==> src/rtl/i2s_pkg.sv <==
// rtl/i2s_pkg.sv - shared sample types and frame constants for the I2S transmit path
package i2s_pkg;
   localparam int SAMPLE_W    = 16;
   localparam int SCLK_PER_CH = 16;
   localparam int MCLK_RATIO  = 256;

   typedef logic [SAMPLE_W-1:0] sample_t;

   typedef struct packed {
      sample_t l;
      sample_t r;
   } stereo_t;
endpackage

==> src/rtl/i2s_edge_det.sv <==
// rtl/i2s_edge_det.sv - registers a level and flags its rising and falling edges
module i2s_edge_det (
   input  logic clk_i2s,
   input  logic reset_n,
   input  logic level,
   output logic level_d,
   output logic rise,
   output logic fall
);
   import i2s_pkg::*;

   always_ff @(posedge clk_i2s) begin
      if (!reset_n) begin
         level_d <= 1'b0;
      end else begin
         level_d <= level;
      end
   end

   assign rise = ~level_d & level;
   assign fall = level_d & ~level;
endmodule

==> src/rtl/i2s_tx_serializer.sv <==
// rtl/i2s_tx_serializer.sv - buffers one stereo pair and shifts it out in I2S (Philips) format
module i2s_tx_serializer #(
   parameter int SAMPLE_W       = 16,
   parameter int UNDERRUN_CNT_W = 16
) (
   input  logic                      clk_i2s,
   input  logic                      reset_n,
   input  logic                      i2s_sclk,
   input  logic                      i2s_lrclk,
   input  logic [SAMPLE_W-1:0]       s_data_l,
   input  logic [SAMPLE_W-1:0]       s_data_r,
   input  logic                      s_valid,
   output logic                      s_ready,
   output logic                      tx_data,
   output logic                      underrun,
   output logic [UNDERRUN_CNT_W-1:0] underrun_cnt
);
   import i2s_pkg::*;

   stereo_t hold_q;
   stereo_t active_q;
   logic    hold_full;
   sample_t sr_q;

   logic sclk_d, sclk_rise, sclk_fall;
   logic lrclk_d, lrclk_rise, lrclk_fall;
   logic left_start, right_start, accept;
   logic unused_edges;

   i2s_edge_det u_sclk_det (
      .clk_i2s (clk_i2s),
      .reset_n (reset_n),
      .level   (i2s_sclk),
      .level_d (sclk_d),
      .rise    (sclk_rise),
      .fall    (sclk_fall)
   );

   i2s_edge_det u_lrclk_det (
      .clk_i2s (clk_i2s),
      .reset_n (reset_n),
      .level   (i2s_lrclk),
      .level_d (lrclk_d),
      .rise    (lrclk_rise),
      .fall    (lrclk_fall)
   );

   assign unused_edges = sclk_d ^ sclk_rise ^ lrclk_d;

   // lrclk only counts when it moves together with an sclk fall
   assign left_start  = sclk_fall & lrclk_fall;
   assign right_start = sclk_fall & lrclk_rise;
   assign s_ready     = ~hold_full;
   assign accept      = s_valid & s_ready;

   always_ff @(posedge clk_i2s) begin
      if (!reset_n) begin
         hold_q       <= '0;
         active_q     <= '0;
         hold_full    <= 1'b0;
         sr_q         <= '0;
         tx_data      <= 1'b0;
         underrun     <= 1'b0;
         underrun_cnt <= '0;
      end else begin
         underrun <= 1'b0;

         if (left_start) begin
            if (hold_full) begin
               active_q  <= hold_q;
               hold_full <= 1'b0;
            end else begin
               active_q <= '0;
               underrun <= 1'b1;
               if (underrun_cnt != '1) begin
                  underrun_cnt <= underrun_cnt + {{(UNDERRUN_CNT_W-1){1'b0}}, 1'b1};
               end
            end
         end

         // a pair arriving on an empty left_start waits for the next frame
         if (accept) begin
            hold_q    <= '{l: s_data_l, r: s_data_r};
            hold_full <= 1'b1;
         end

         // output the old MSB before reloading: this is the one-slot I2S delay
         if (sclk_fall) begin
            tx_data <= sr_q[SAMPLE_W-1];
            if (left_start) begin
               sr_q <= hold_full ? hold_q.l : '0;
            end else if (right_start) begin
               sr_q <= active_q.r;
            end else begin
               sr_q <= {sr_q[SAMPLE_W-2:0], 1'b0};
            end
         end
      end
   end
endmodule
==> config.mk <==
export PLATFORM = sky130hd
export DESIGN_NAME = i2s_tx_serializer
export DESIGN_NICKNAME = d
export VERILOG_FILES = /design/src/rtl/i2s_pkg.sv /design/src/rtl/i2s_edge_det.sv /design/src/rtl/i2s_tx_serializer.sv
export SDC_FILE = /design/constraint.sdc
export NUM_CORES = 1
export LEC_CHECK = 0
export CORE_ASPECT_RATIO = 0.9
export CORE_UTILIZATION = 53
export CTS_BUF_LIST = sky130_fd_sc_hd__clkbuf_16
export CTS_CLUSTER_SIZE = 14
export DETAILED_ROUTE_END_ITERATION = 16
export PLACE_DENSITY_LB_ADDON = 0.08
export SLEW_MARGIN = 20
export SYNTH_ARGS = -nofsm -noshare
export SYNTH_HDL_FRONTEND = slang
export SYNTH_SLANG_ARGS = --single-unit
==> constraint.sdc <==
create_clock -name clk_i2s -period 2.2 [get_ports clk_i2s]
set_clock_uncertainty 0.1 [all_clocks]
set_input_delay 0.44 -clock clk_i2s [delete_from_list [all_inputs] [get_ports clk_i2s]]
set_output_delay 0.44 -clock clk_i2s [all_outputs]
set_load 0.1 [all_outputs]
# [Yosys cells after proc, flatten, opt, wreduce, memory -nomap -nowiden]
# Index checks and enable logic that the tools add are counted.
[totals] regBits=85 in_bits=37 word_cells=32
[classes] n_addsub=1 n_eq_ne=1 muxes=7 bitwise=10 reduce_logical=3
[ops] operator="$mux 16" n=4
[ops] operator="$add 16x1->16 const B" n=1
[ops] operator="$ne 16x16->1 const B" n=1
[ops] operator="$and 1x1->1" n=6
[ops] operator="$not 1->1" n=4
[ops] operator="$mux 1" n=3
[ops] operator="$reduce_and 3->1" n=1
[ops] operator="$reduce_and 2->1" n=1
[ops] operator="$reduce_bool 2->1" n=1

# [Longest topological paths before layout]
# Gate-level depths: netlist (run 1).
[logic_depth] depth_word=5 depth_mapped=6 ltp_nobuf=5

# [Hierarchy]
# From an unflattened synthesis (run 1), not the netlist that was laid out.
[unflattened] hier_cells=442 area_unflattened_um2=3653.5
[by_module_without_submodules] module="i2s_tx_serializer" n_inst=1 cells_per_inst=434 area_each_um2=3575.9 seq_area_each_um2=1661.6
[by_module_without_submodules] module="i2s_edge_det" n_inst=2 cells_per_inst=4 area_each_um2=38.8 seq_area_each_um2=20.0

# [Least setup slack after synthesis (run 1)]
# Ideal clock, no wire load.
[synth_timing] kind="register -> register" from="register underrun_cnt[0]" to="register underrun_cnt[10]" arrival_ns=2.390 setup_slack_ns=-0.360 path_stages_with_launch=6 path_buffers=0 synth_period_minus_slack_ns=2.560 cell_sequence="dfxtp_1 ha_1 and4_1 nand4_2 or4_1 a21oi_1"
[synth_between] elab_chain_len=2 elab_cells_between_ends=3 classes_between="add/sub: 1; eq/ne: 1; reduce/logical: 1"
[synth_lines] item="start: declaration" line="i2s_tx_serializer.sv:16" source="output logic [UNDERRUN_CNT_W-1:0] underrun_cnt"
[synth_lines] item="start signal: assignment" line="i2s_tx_serializer.sv:76" source="underrun_cnt <= underrun_cnt + {{(UNDERRUN_CNT_W-1){1'b0}}, 1'b1};"
[synth_lines] item="branches (longest 2 deep; another with $add 16x1->16)"
# Parallel ways; which one is timed is not known.
# A chain may end at the register's enable or synchronous reset.

# [Final worst setup path (run 1)]
[layout_timing] from="register u_lrclk_det.level_d" to="register underrun_cnt[9]"
[layout_between] elab_chain_len=3
[layout_lines] item="start: declaration" line="i2s_edge_det.sv:6" source="output logic level_d,"
[layout_lines] item="start signal: assignment" line="i2s_edge_det.sv:16" source="level_d <= level;"
[layout_lines] item="$and 1x1->1" line="i2s_edge_det.sv:21" source="assign fall = level_d & ~level;"
[layout_lines] item="$and 1x1->1" line="i2s_tx_serializer.sv:51" source="assign left_start = sclk_fall & lrclk_fall;"
[layout_lines] item="$reduce_and 3->1 (no line)"
# No other way between the ends.

==> results of run 1 <==
## per-stage QoR
step | area [um2] | TNS, ns | util, %
floorplan | 3550 | 0 | -
detailed placement | 4270 | -8.54 | 68.3
CTS | 4580 | 0 | 73.3
finish | 4680 | 0 | 74.8
global route | 4680 | 0 | 74.8
global placement | 4270 | -6.58 | 68.3
## worst max-delay path, stage by stage, from the launching register on
cell and delay [ns]:
dfxtp_1 0.46, nand4bb_4 0.16, buf_4 0.16, or3_1 0.41
or4_1 0.49, a21oi_1 0.17
## worst paths after layout
check | startpoint | end | slack (ns) | cells past startpoint
hold reg to reg | sr_q[15] | tx_data | 0.35 | 2
setup / recovery | u_lrclk_det.level_d | underrun_cnt[9] | 0.16 | 5
hold / removal | sr_q[15] | tx_data | 0.35 | 2
setup reg to reg | u_lrclk_det.level_d | underrun_cnt[9] | 0.16 | 5
## logic make-up (layout without fill, tap and decap cells)
family / Yosys count / after routing / share of synthesized area [%]
simple gates: 177 / 177 / 23.6
compound gates: 112 / 112 / 18.8
flops: 85 / 85 / 48.3
mux: 17 / 17 / 5.37
fa+ha+maj: 1 / 1 / 0.355
buf+inv: 32 / 96 / 3.55
## synthesized netlist by cell type, types with 6 or more instances
cell       n  share of area, %
a21oi_1   62               8.8
nand3_1   23               3.3
or4_1      6               1.3
nand2_1   94                10
mux2_2    15               4.8
o31ai_1    6               1.3
a221oi_1  15               3.7
nor2_1    21               2.2
dfxtp_1   85                48
clkbuf_1  23               2.5
o21ai_0   20               2.8
## power by group
group	switching, mW	internal (mW)
clock	0.615	0.766
sequential	0.0338	1.59
combinational	0.145	0.141
## layout by cell type, fill, tap and decap left out, types with 4 or more instances in the layout
cell type | netlist | layout
buf_12 | 0 | 4
mux2_2 | 15 | 15
nand2_1 | 94 | 94
nand3_1 | 23 | 23
a221oi_2 | 0 | 8
a221oi_1 | 15 | 7
buf_6 | 0 | 6
clkbuf_16 | 0 | 9
or3_1 | 4 | 4
o31ai_1 | 6 | 6
or4_1 | 6 | 6
a21oi_1 | 62 | 61
nand2b_1 | 4 | 4
dfxtp_1 | 85 | 69
dfxtp_2 | 0 | 14
buf_4 | 0 | 32
o21ai_0 | 20 | 20
clkdlybuf4s50_1 | 0 | 34
nor2_1 | 21 | 21
nand4_1 | 4 | 4
## final cells by class
cell class	instances	area, um2	share of cell area [%]
clock buffer	9	225	4.82
multi-input combinational	307	1810	38.6
timing repair buffer	78	753	16.1
clock inverter	7	48.8	1.04
tap	87	109	2.33
sequential	85	1730	36.9
inverter	2	7.51	0.161
## registers in the layout, summed over array words and instances (netlist names), 16 cells and up
name          flops
hold_q           32
sr_q             16
underrun_cnt     16
active_q         16
## metal layers
metal  global-route usage [%]  wire, um
met2                     45.6      4360
met5                        0         0
met3                     7.38       537
met1                     35.9      4090
met4                     6.56       106
## what timing repair did
action | in CTS | in global routing
cloned | 1 | 0
hold buffers | 0 | 0
resized for setup | 4 | 18
setup buffers | 0 | 0
pin swaps | 1 | 5
endpoints found under the setup margin | 13 | 24
==> metrics.md, run 1 <==
| Metric | Value |
|---|---|
| Hold Slack | 0.348 ns |
| Die W | 87.9 um |
| Layout cells sized above 1 | 21.5% |
| First-pass GRT wire length | 14.7 mm |
| Max FO, Critical Path | 3 |
| Mean Syn Cell Area | 8.30 um2 |
| Setup WS pre-CTS | -0.417 ns |
| Tot Pwr | 3.29 mW |
| Final net count | 521 |
| GRT Overall Usage | 27.7% |
| Worst vdd ir | 450 uV |
| Skew-Pair Late Insertion Delay | 0.33 ns |
| Die area | 0.00697 mm2 |
| CTS sink count | 85 |
| # diodes | 0 |
| Num CTS Buffers | 9 |
| Non-filler cells, final | 575 |
| Post-Syn Nets | 462 |
| TritonCTS clock tree | yes |
| Wire per inst | 15.8 um |
| YS warnings | 0 |
| Dpl cells | 558 |
| Main synth FF type | dfxtp_1 |
| Post-Syn Area | 0.00352 mm2 |
| Final WL | 9.10 mm |
| Leakage | 1.75 nW |
| Endpoints failing hold | 0 |
| Fillers | 473 |
| DRC | 0 |
| Die H | 79.3 um |
| Register bit total from synthesis | 85 |
| Drt first pass iters | 5 |
| Worst-path clk slew | 0.06 ns |
| Synth-to-Final Area Change | 32.8% |
| Via density | 5.82 |
| Fin. max-slew vios | 0 |
| Setup violations, final | 0 |
| Number of top-level pins | 56 |
| Initial Util | 56.3% |
| Period utilization | 92.7% |
| Syn Inst Count | 424 |
| RSZ-0062 raised after global routing | no |
| Final Wtd Congestion | 0.864 |
| Slew at the pin closest to its max-slew limit | 0.503 ns |
| Worst setup path category | reg2reg |
| Row cnt | 27 |
| Detail Route Antenna Nets | 0 |
| Register area share after synthesis | 48.3% |
| Port bufs | 55 |
| Total congestion overflow | 0 |
| Max_cap viols | 0 |
| Unique masters post-synth | 38 |
| Number of global-route vias before repair | 3,069 |
| Worst Hold Class | reg2reg |
| Worst EP required | 2.35 ns |
| Via count | 3,347 |
| HPWL after DPL | 5.66 mm |
| Slew HR | 66.1% |
| Critical Path End Type | flip-flop |
| Worst Slack Setup Final | 0.161 ns |
| Clock root buffer | clkbuf_16 |
| Clk buf depth | 2 |
| Drt initial violations | 373 |
| Core area | 0.00625 mm2 |
| Initial antenna violation count | 0 |
| F_max | 0.490 GHz |
| EDFF count, synth | 0 |
| Startpoint Class | flip-flop |
| Outcome | complete, no violations |
| Htree depth | 3 |
| Asr flop ratio synth | 0% |
| Worst endpoint data arrival time | 2.19 ns |
| Min cycle time layout | 2.04 ns |
| Power Density | 703 mW/mm2 |
| Largest net degree at the start of global routing | 46 |
(Power assumes the default switching activity.)
==> inputs of run 2 (changes only) <==
--- a/config.mk
+++ b/config.mk
@@ -6,10 +6,12 @@
 export NUM_CORES = 1
 export LEC_CHECK = 0
 export CORE_ASPECT_RATIO = 0.9
+export CORE_MARGIN = 8
 export CORE_UTILIZATION = 53
 export CTS_BUF_LIST = sky130_fd_sc_hd__clkbuf_16
 export CTS_CLUSTER_SIZE = 14
 export DETAILED_ROUTE_END_ITERATION = 16
+export GPL_ROUTABILITY_DRIVEN = 1
 export PLACE_DENSITY_LB_ADDON = 0.08
 export SLEW_MARGIN = 20
 export SYNTH_ARGS = -nofsm -noshare
==> run 2 against run 1 <==
  * Power hardly changed
  * Clock power hardly changed
  * Register-to-register slack better by 0.05 ns
  * Via count is 1.0% lower
  * Sequential power hardly changed
  * First-iteration DRC count is 55% lower
  * Non-clock buffer count is 3 higher
  * Sequential share of layout area is 0.18 points lower
  * Hold slack better by 0.0051 ns
  * Wire length is 4.4% higher
  * Design area is 0.48% higher
  * Maximum frequency is 2.6% higher
==> metrics.md, run 2 (same netlist as run 1, synthesis figures left out) <==
| Metric | Value |
|---|---|
| Worst Slack Setup Final | 0.213 ns (+0.0515 ns) |
| Number of top-level pins | 56 (unchanged) |
| Outcome | complete, no violations |
| Worst EP required | 2.32 ns (-0.03 ns) |
| Total congestion overflow | 0 (unchanged) |
| Slew at the pin closest to its max-slew limit | 0.475 ns (-0.0284 ns) |
| Period utilization | 90.3% (-2.3 points) |
| Most flop-heavy register | hold_q |
| Die area | 0.00951 mm2 (+36%) |
| CP delay by family, top | simple AND/OR/NAND/NOR gates |
| GRT Overall Usage | 20.5% (-7.2 points) |
| Wire per inst | 16.3 um (+3.3%) |
| Worst setup path category | reg2reg |
| Final Wtd Congestion | 0.904 (+4.7%) |
| CTS sink count | 85 (unchanged) |
| Via count | 3,313 (-1.0%) |
| Startpoint Class | flip-flop |
| Row cnt | 28 (+3.7%) |
| Core area | 0.00652 mm2 (+4.3%) |
| Leakage | 1.78 nW (+1.8%) |
| Final Core Density | 72.1% (-2.7 points) |
| Detail Route Antenna Nets | 0 (unchanged) |
| Critical Path End Type | flip-flop |
| Skew-Pair Late Insertion Delay | 0.33 ns (about the same) |
| Worst Hold Class | reg2reg |
| Slowest CP cell | dfxtp_1 |
| Endpoints failing hold | 0 (unchanged) |
| # diodes | 0 (unchanged) |
| Worst stage delay on the critical path | 0.44 ns (-0.05 ns) |
| Clk buf depth | 2 (unchanged) |
| Post-CTS Hold Fix Bufs | 0 (unchanged) |
| Power Density | 700 mW/mm2 (-0.46%) |
| Via density | 5.70 (-2.0%) |
| Setup WS pre-CTS | -0.405 ns (+0.0115 ns) |
| Layout cells sized above 1 | 22.4% (+0.89 points) |
| Drt initial violations | 168 (-55%) |
| First-pass GRT wire length | 15.8 mm (+7.9%) |
| Commonest non-fill, non-tap cell in the layout | nand2_1 |
| Max_cap viols | 0 (unchanged) |
| TritonCTS clock tree | yes |
| Synth-to-Final Area Change | 33.4% |
| Fillers | 520 (+9.9%) |
| Final WL | 9.49 mm (+4.4%) |
| Tot Pwr | 3.29 mW (about the same) |
| Area of the multi-input gates | 0.00181 mm2 (unchanged) |
| Initial Util | 54.0% (-2.3 points) |
| Cell Chain, Critical Path | nor4bb_4, buf_6, mux2_2, a221oi_2, nor2_1 |
| Drt first pass iters | 5 (unchanged) |
| RSZ-0062 raised after global routing | no |
| Worst-path clk slew | 0.06 ns (about the same) |
| Htree depth | 3 (unchanged) |
| Most frequent cells in the layout | nand2_1 (94), dfxtp_1 (69), a21oi_1 (62) |
| Worst endpoint data arrival time | 2.11 ns (-0.08 ns) |
| Final net count | 524 (+0.58%) |
| Largest net degree at the start of global routing | 37 (-20%) |
| DRC | 0 (unchanged) |
| Number of global-route vias before repair | 3,263 (+6.3%) |
| Num CTS Buffers | 9 (unchanged) |
| Worst vdd ir | 648 uV (+44%) |
| Setup violations, final | 0 (unchanged) |
| Min cycle time layout | 1.99 ns (-0.0515 ns) |
| Hold Slack | 0.353 ns (+0.00505 ns) |
| Die W | 102 um (+16%) |
| Max reg flops | 32 (unchanged) |
| Clock root buffer | clkbuf_16 |
| WP buf/inv | 1 (unchanged) |
| F_max | 0.503 GHz (+2.6%) |
| Fin. max-slew vios | 0 (unchanged) |
| Register Area | 0.00173 mm2 (unchanged) |
| Slew HR | 67.9% (+1.8 points) |
| Max FO, Critical Path | 8 (+5) |
| Port bufs | 55 (unchanged) |
| Die H | 93.3 um (+18%) |
| Initial antenna violation count | 0 (unchanged) |
| HPWL after DPL | 6.21 mm (+9.8%) |
==> run 2: cell count changes in the layout (fill, tap and decap cells not counted) <==
cell	delta
clkinv_2	+1
buf_6	-1
nand4_4	-1
buf_4	+4
a221oi_2	+2
a221oi_1	-2
clkinvlp_4	+1
a21oi_1	+1
clkinv_1	-1
a21oi_2	-1
clkinv_4	-1
nand4_2	+1
==> run 2: area by class of cell <==
cell class                      count  share of cell area (%)
Clock buffer                        9                    4.79
Clock inverter                      7                    1.04
Timing Repair Buffer               81                    16.4
Inverter                            2                   0.160
Sequential cell                    85                    36.8
Multi-Input combinational cell    307                    38.4
Tap cell                           90                    2.40
==> run 2: what timing repair did <==
item,CTS,global route
pin swaps,3,1
buffers inserted,2,0
endpoints found under the setup margin,11,19
gates resized for setup,10,11
cloned,1,0
==> run 2: final timing paths <==
| check | startpoint | end | slack, ns | depth (start not counted) |
|---|---|---|---|---|
| worst max-delay path | u_sclk_det.level_d | sr_q[6] | 0.21 | 5 |
| worst min-delay path | active_q[1] | active_q[1] | 0.35 | 2 |
| worst max register to register | u_sclk_det.level_d | sr_q[6] | 0.21 | 5 |
| worst min register to register | active_q[1] | active_q[1] | 0.35 | 2 |
==> run 2: metrics by stage <==
step                std cells  instance area (um2)   TNS [ns]
detailed placement        562                 4280      -8.78
global route              581                 4700          0
floorplan                 424                 3550          0
finish                    581                 4700          0
CTS                       581                 4640  -0.000564
global placement          562                 4280      -6.97
==> run 2: per-layer routing <==
| layer | track usage, % | share of wire (%) |
|---|---|---|
| met5 | 0 | 0 |
| met3 | 4.90 | 6.3 |
| met1 | 26.5 | 46 |
| met4 | 6.11 | 1.4 |
| met2 | 33.0 | 46 |
==> run 2: worst register-to-register path: cells and delay by family, from the launching register on <==
family / cells / cell delay [ns]
AND/OR/NAND/NOR: 2 / 0.52
flip-flops: 1 / 0.44
multiplexers: 1 / 0.37
AO/OA/AOI/OAI: 1 / 0.24
buffers and inverters: 1 / 0.21
==> run 2: power breakdown <==
group          internal (mW)  leakage (nW)  switching, mW
Sequential              1.59         0.701         0.0337
Clock                  0.766         0.126          0.614
Combinational          0.141         0.951          0.147
==> inputs of run 3 (changes only) <==
--- a/config.mk
+++ b/config.mk
@@ -13,6 +13,7 @@
 export DETAILED_ROUTE_END_ITERATION = 16
 export GPL_ROUTABILITY_DRIVEN = 1
 export PLACE_DENSITY_LB_ADDON = 0.08
+export SKIP_CTS_REPAIR_TIMING = 1
 export SLEW_MARGIN = 20
 export SYNTH_ARGS = -nofsm -noshare
 export SYNTH_HDL_FRONTEND = slang
==> run 3 against run 2 <==
  * Combinational power about the same
  * Clock power about the same
  * Final cell count increased by 0.17%
  * Highest routed layer unchanged
  * Critical path depth increased by 3
  * Via count increased by 1.2%
  * Register-to-register slack got worse by 0.03 ns
  * Sequential power about the same
==> metrics.md, run 3 (same netlist as run 1, synthesis figures left out) <==
| Metric | Value |
|---|---|
| Outcome | complete, no violations |
| Most flop-heavy register | hold_q |
| Die area | 0.00951 mm2 (unchanged) |
| Max FO, Critical Path | 8 (unchanged) |
| Area of the multi-input gates | 0.00181 mm2 (+0.21%) |
| CP delay by family, top | buffers and inverters |
| Cell Chain, Critical Path | clkdlybuf4s50_1, buf_4, nor4bb_4, buf_4, buf_8, mux2_2, a221oi_2, nor2_1 |
| Worst Hold End | active_q[15] |
| Most frequent cells in the layout | nand2_1 (94), dfxtp_1 (69), a21oi_1 (61) |
| Largest net degree at the start of global routing | 37 (unchanged) |
| Setup violations, final | 0 (unchanged) |
| Port bufs | 55 (unchanged) |
| Wire per inst | 16.5 um (+1.2%) |
| Skew-Pair Late Insertion Delay | 0.33 ns (about the same) |
| Critical Path End Type | flip-flop |
| Worst vdd ir | 639 uV (-1.3%) |
| Register Area | 0.00173 mm2 (unchanged) |
| Worst setup path category | in2reg |
| F_max | 0.458 GHz (-8.9%) |
| Detail Route Antenna Nets | 0 (unchanged) |
| Number of global-route vias before repair | 3,222 (-1.3%) |
| Power Density | 698 mW/mm2 (-0.30%) |
| Clk buf depth | 2 (unchanged) |
| Period utilization | 99.2% (+8.9 points) |
| Die W | 102 um (unchanged) |
| GRT Overall Usage | 20.0% (-0.47 points) |
| Min cycle time layout | 2.18 ns (+0.195 ns) |
| Slew at the pin closest to its max-slew limit | 0.474 ns (-0.000905 ns) |
| Drt initial violations | 210 (+25%) |
| Leakage | 1.76 nW (-1.1%) |
| Worst r2r path cells | 6 (+1) |
| Commonest non-fill, non-tap cell in the layout | nand2_1 |
| WP buf/inv | 4 (+3) |
| Worst Hold Class | reg2reg |
| Hold Slack | 0.352 ns (-0.00142 ns) |
| Worst stage delay on the critical path | 0.49 ns (+0.05 ns) |
| Total congestion overflow | 0 (unchanged) |
| Startpoint Class | primary input |
| Dpl cells | 562 (unchanged) |
| Max reg flops | 32 (unchanged) |
| Slowest CP cell | clkdlybuf4s50_1 |
| Clock root buffer | clkbuf_16 |
| Row cnt | 28 (unchanged) |
| RR Endpoint | sr_q[11] |
| CTS sink count | 85 (unchanged) |
| First-pass GRT wire length | 15.5 mm (-2.2%) |
| Synth-to-Final Area Change | 33.8% |
| Placed Instance Area | 0.00428 mm2 (unchanged) |
| Num CTS Buffers | 9 (unchanged) |
| Worst-path clk slew | 0.06 ns (about the same) |
| Fin. max-slew vios | 0 (unchanged) |
| Fillers | 515 (-0.96%) |
| Worst endpoint data arrival time | 2.30 ns (+0.19 ns) |
| Core area | 0.00652 mm2 (unchanged) |
| Endpoints failing hold | 0 (unchanged) |
| Slew HR | 68.0% (about the same) |
| Drt first pass iters | 5 (unchanged) |
| Final Core Density | 72.3% (+0.19 points) |
| Worst EP required | 2.32 ns (about the same) |
| Final Wtd Congestion | 0.904 (unchanged) |
| Final net count | 525 (+0.19%) |
| DRC | 0 (unchanged) |
| CP most frequent cell | buf_4 |
| Worst hold stages | 2 (unchanged) |
| Max_cap viols | 0 (unchanged) |
| Number of top-level pins | 56 (unchanged) |
| # diodes | 0 (unchanged) |
| HPWL after DPL | 6.21 mm (unchanged) |
| Htree depth | 3 (unchanged) |
| Layout cells sized above 1 | 22.6% (+0.16 points) |
| Non-filler cells, final | 582 (+0.17%) |
| Hold_sp | active_q[15] |
| Die H | 93.3 um (unchanged) |
| Initial antenna violation count | 0 (unchanged) |
| Reg2Reg Launch Point | u_sclk_det.level_d |
| Initial Util | 54.0% (unchanged) |
| Via density | 5.76 (+1.1%) |
| Fin area | 0.00471 mm2 (+0.27%) |
| Reg-to-reg slack, setup | 0.18 ns (-0.03 ns) |
| Via count | 3,354 (+1.2%) |
| TritonCTS clock tree | yes |
| Final WL | 9.62 mm (+1.4%) |
[run 3: cell types whose count changed in the layout (fill, tap and decap cells not counted), sizes merged]
cell	previous run	this run
clkdlybuf4s50	34	35
buf	45	46
dlymetal6s2s	2	1
[run 3: layout make-up]
type	count	share of cell area [%]
timing repair buffer	82	16.6
inverter	2	0.159
clock inverter	7	1.04
tap	90	2.39
clock buffer	9	4.78
multi-input combinational	307	38.4
sequential	85	36.7
[run 3: worst max path at each step]
| stage | cells past startpoint | from | endpoint | slack [ns] |
|---|---|---|---|---|
| 3_5_place_dp | 5 | i2s_lrclk | underrun_cnt[11] | -0.41 |
| 6_report | 8 | i2s_lrclk | sr_q[11] | 0.02 |
| 3_3_place_gp | 5 | i2s_lrclk | underrun_cnt[15] | -0.33 |
| 5_1_grt | 7 | i2s_lrclk | sr_q[7] | -0.06 |
| 4_1_cts | 5 | i2s_lrclk | underrun_cnt[11] | -0.06 |
| 2_1_floorplan | 4 | underrun_cnt[5] | underrun_cnt[11] | 0.04 |
[run 3: where the power goes]
group | switching, mW | internal (mW)
logic | 0.148 | 0.142
clock network | 0.612 | 0.766
registers | 0.0330 | 1.59
[run 3: tightest hold or removal path: cells and delay by family (launching register included)]
family | cells | cell delay [ns]
flip-flops | 1 | 0.31
AND/OR/NAND/NOR | 1 | 0.05
AO/OA/AOI/OAI | 1 | 0.05
[run 3: stage by stage]
| step | setup WS (ns) | power, mW | TNS (ns) |
|---|---|---|---|
| 6_report | 0.0177 | 3.29 | 0 |
| 5_1_grt | -0.0584 | 3.40 | -0.137 |
| 4_1_cts | -0.0622 | 3.29 | -0.292 |
| 3_5_place_dp | -0.405 | 1.92 | -8.78 |
| 3_3_place_gp | -0.331 | 1.91 | -6.97 |
| 2_1_floorplan | 0.0362 | 1.78 | 0 |
[run 3: layer usage]
metal	vias to the layer above	wire, um	track usage, %
li1	1640	-	-
met1	1593	4490	26.6
met2	111	4470	31.6
met3	10	571	4.68
met4	0	98	5.49
met5	-	0	0
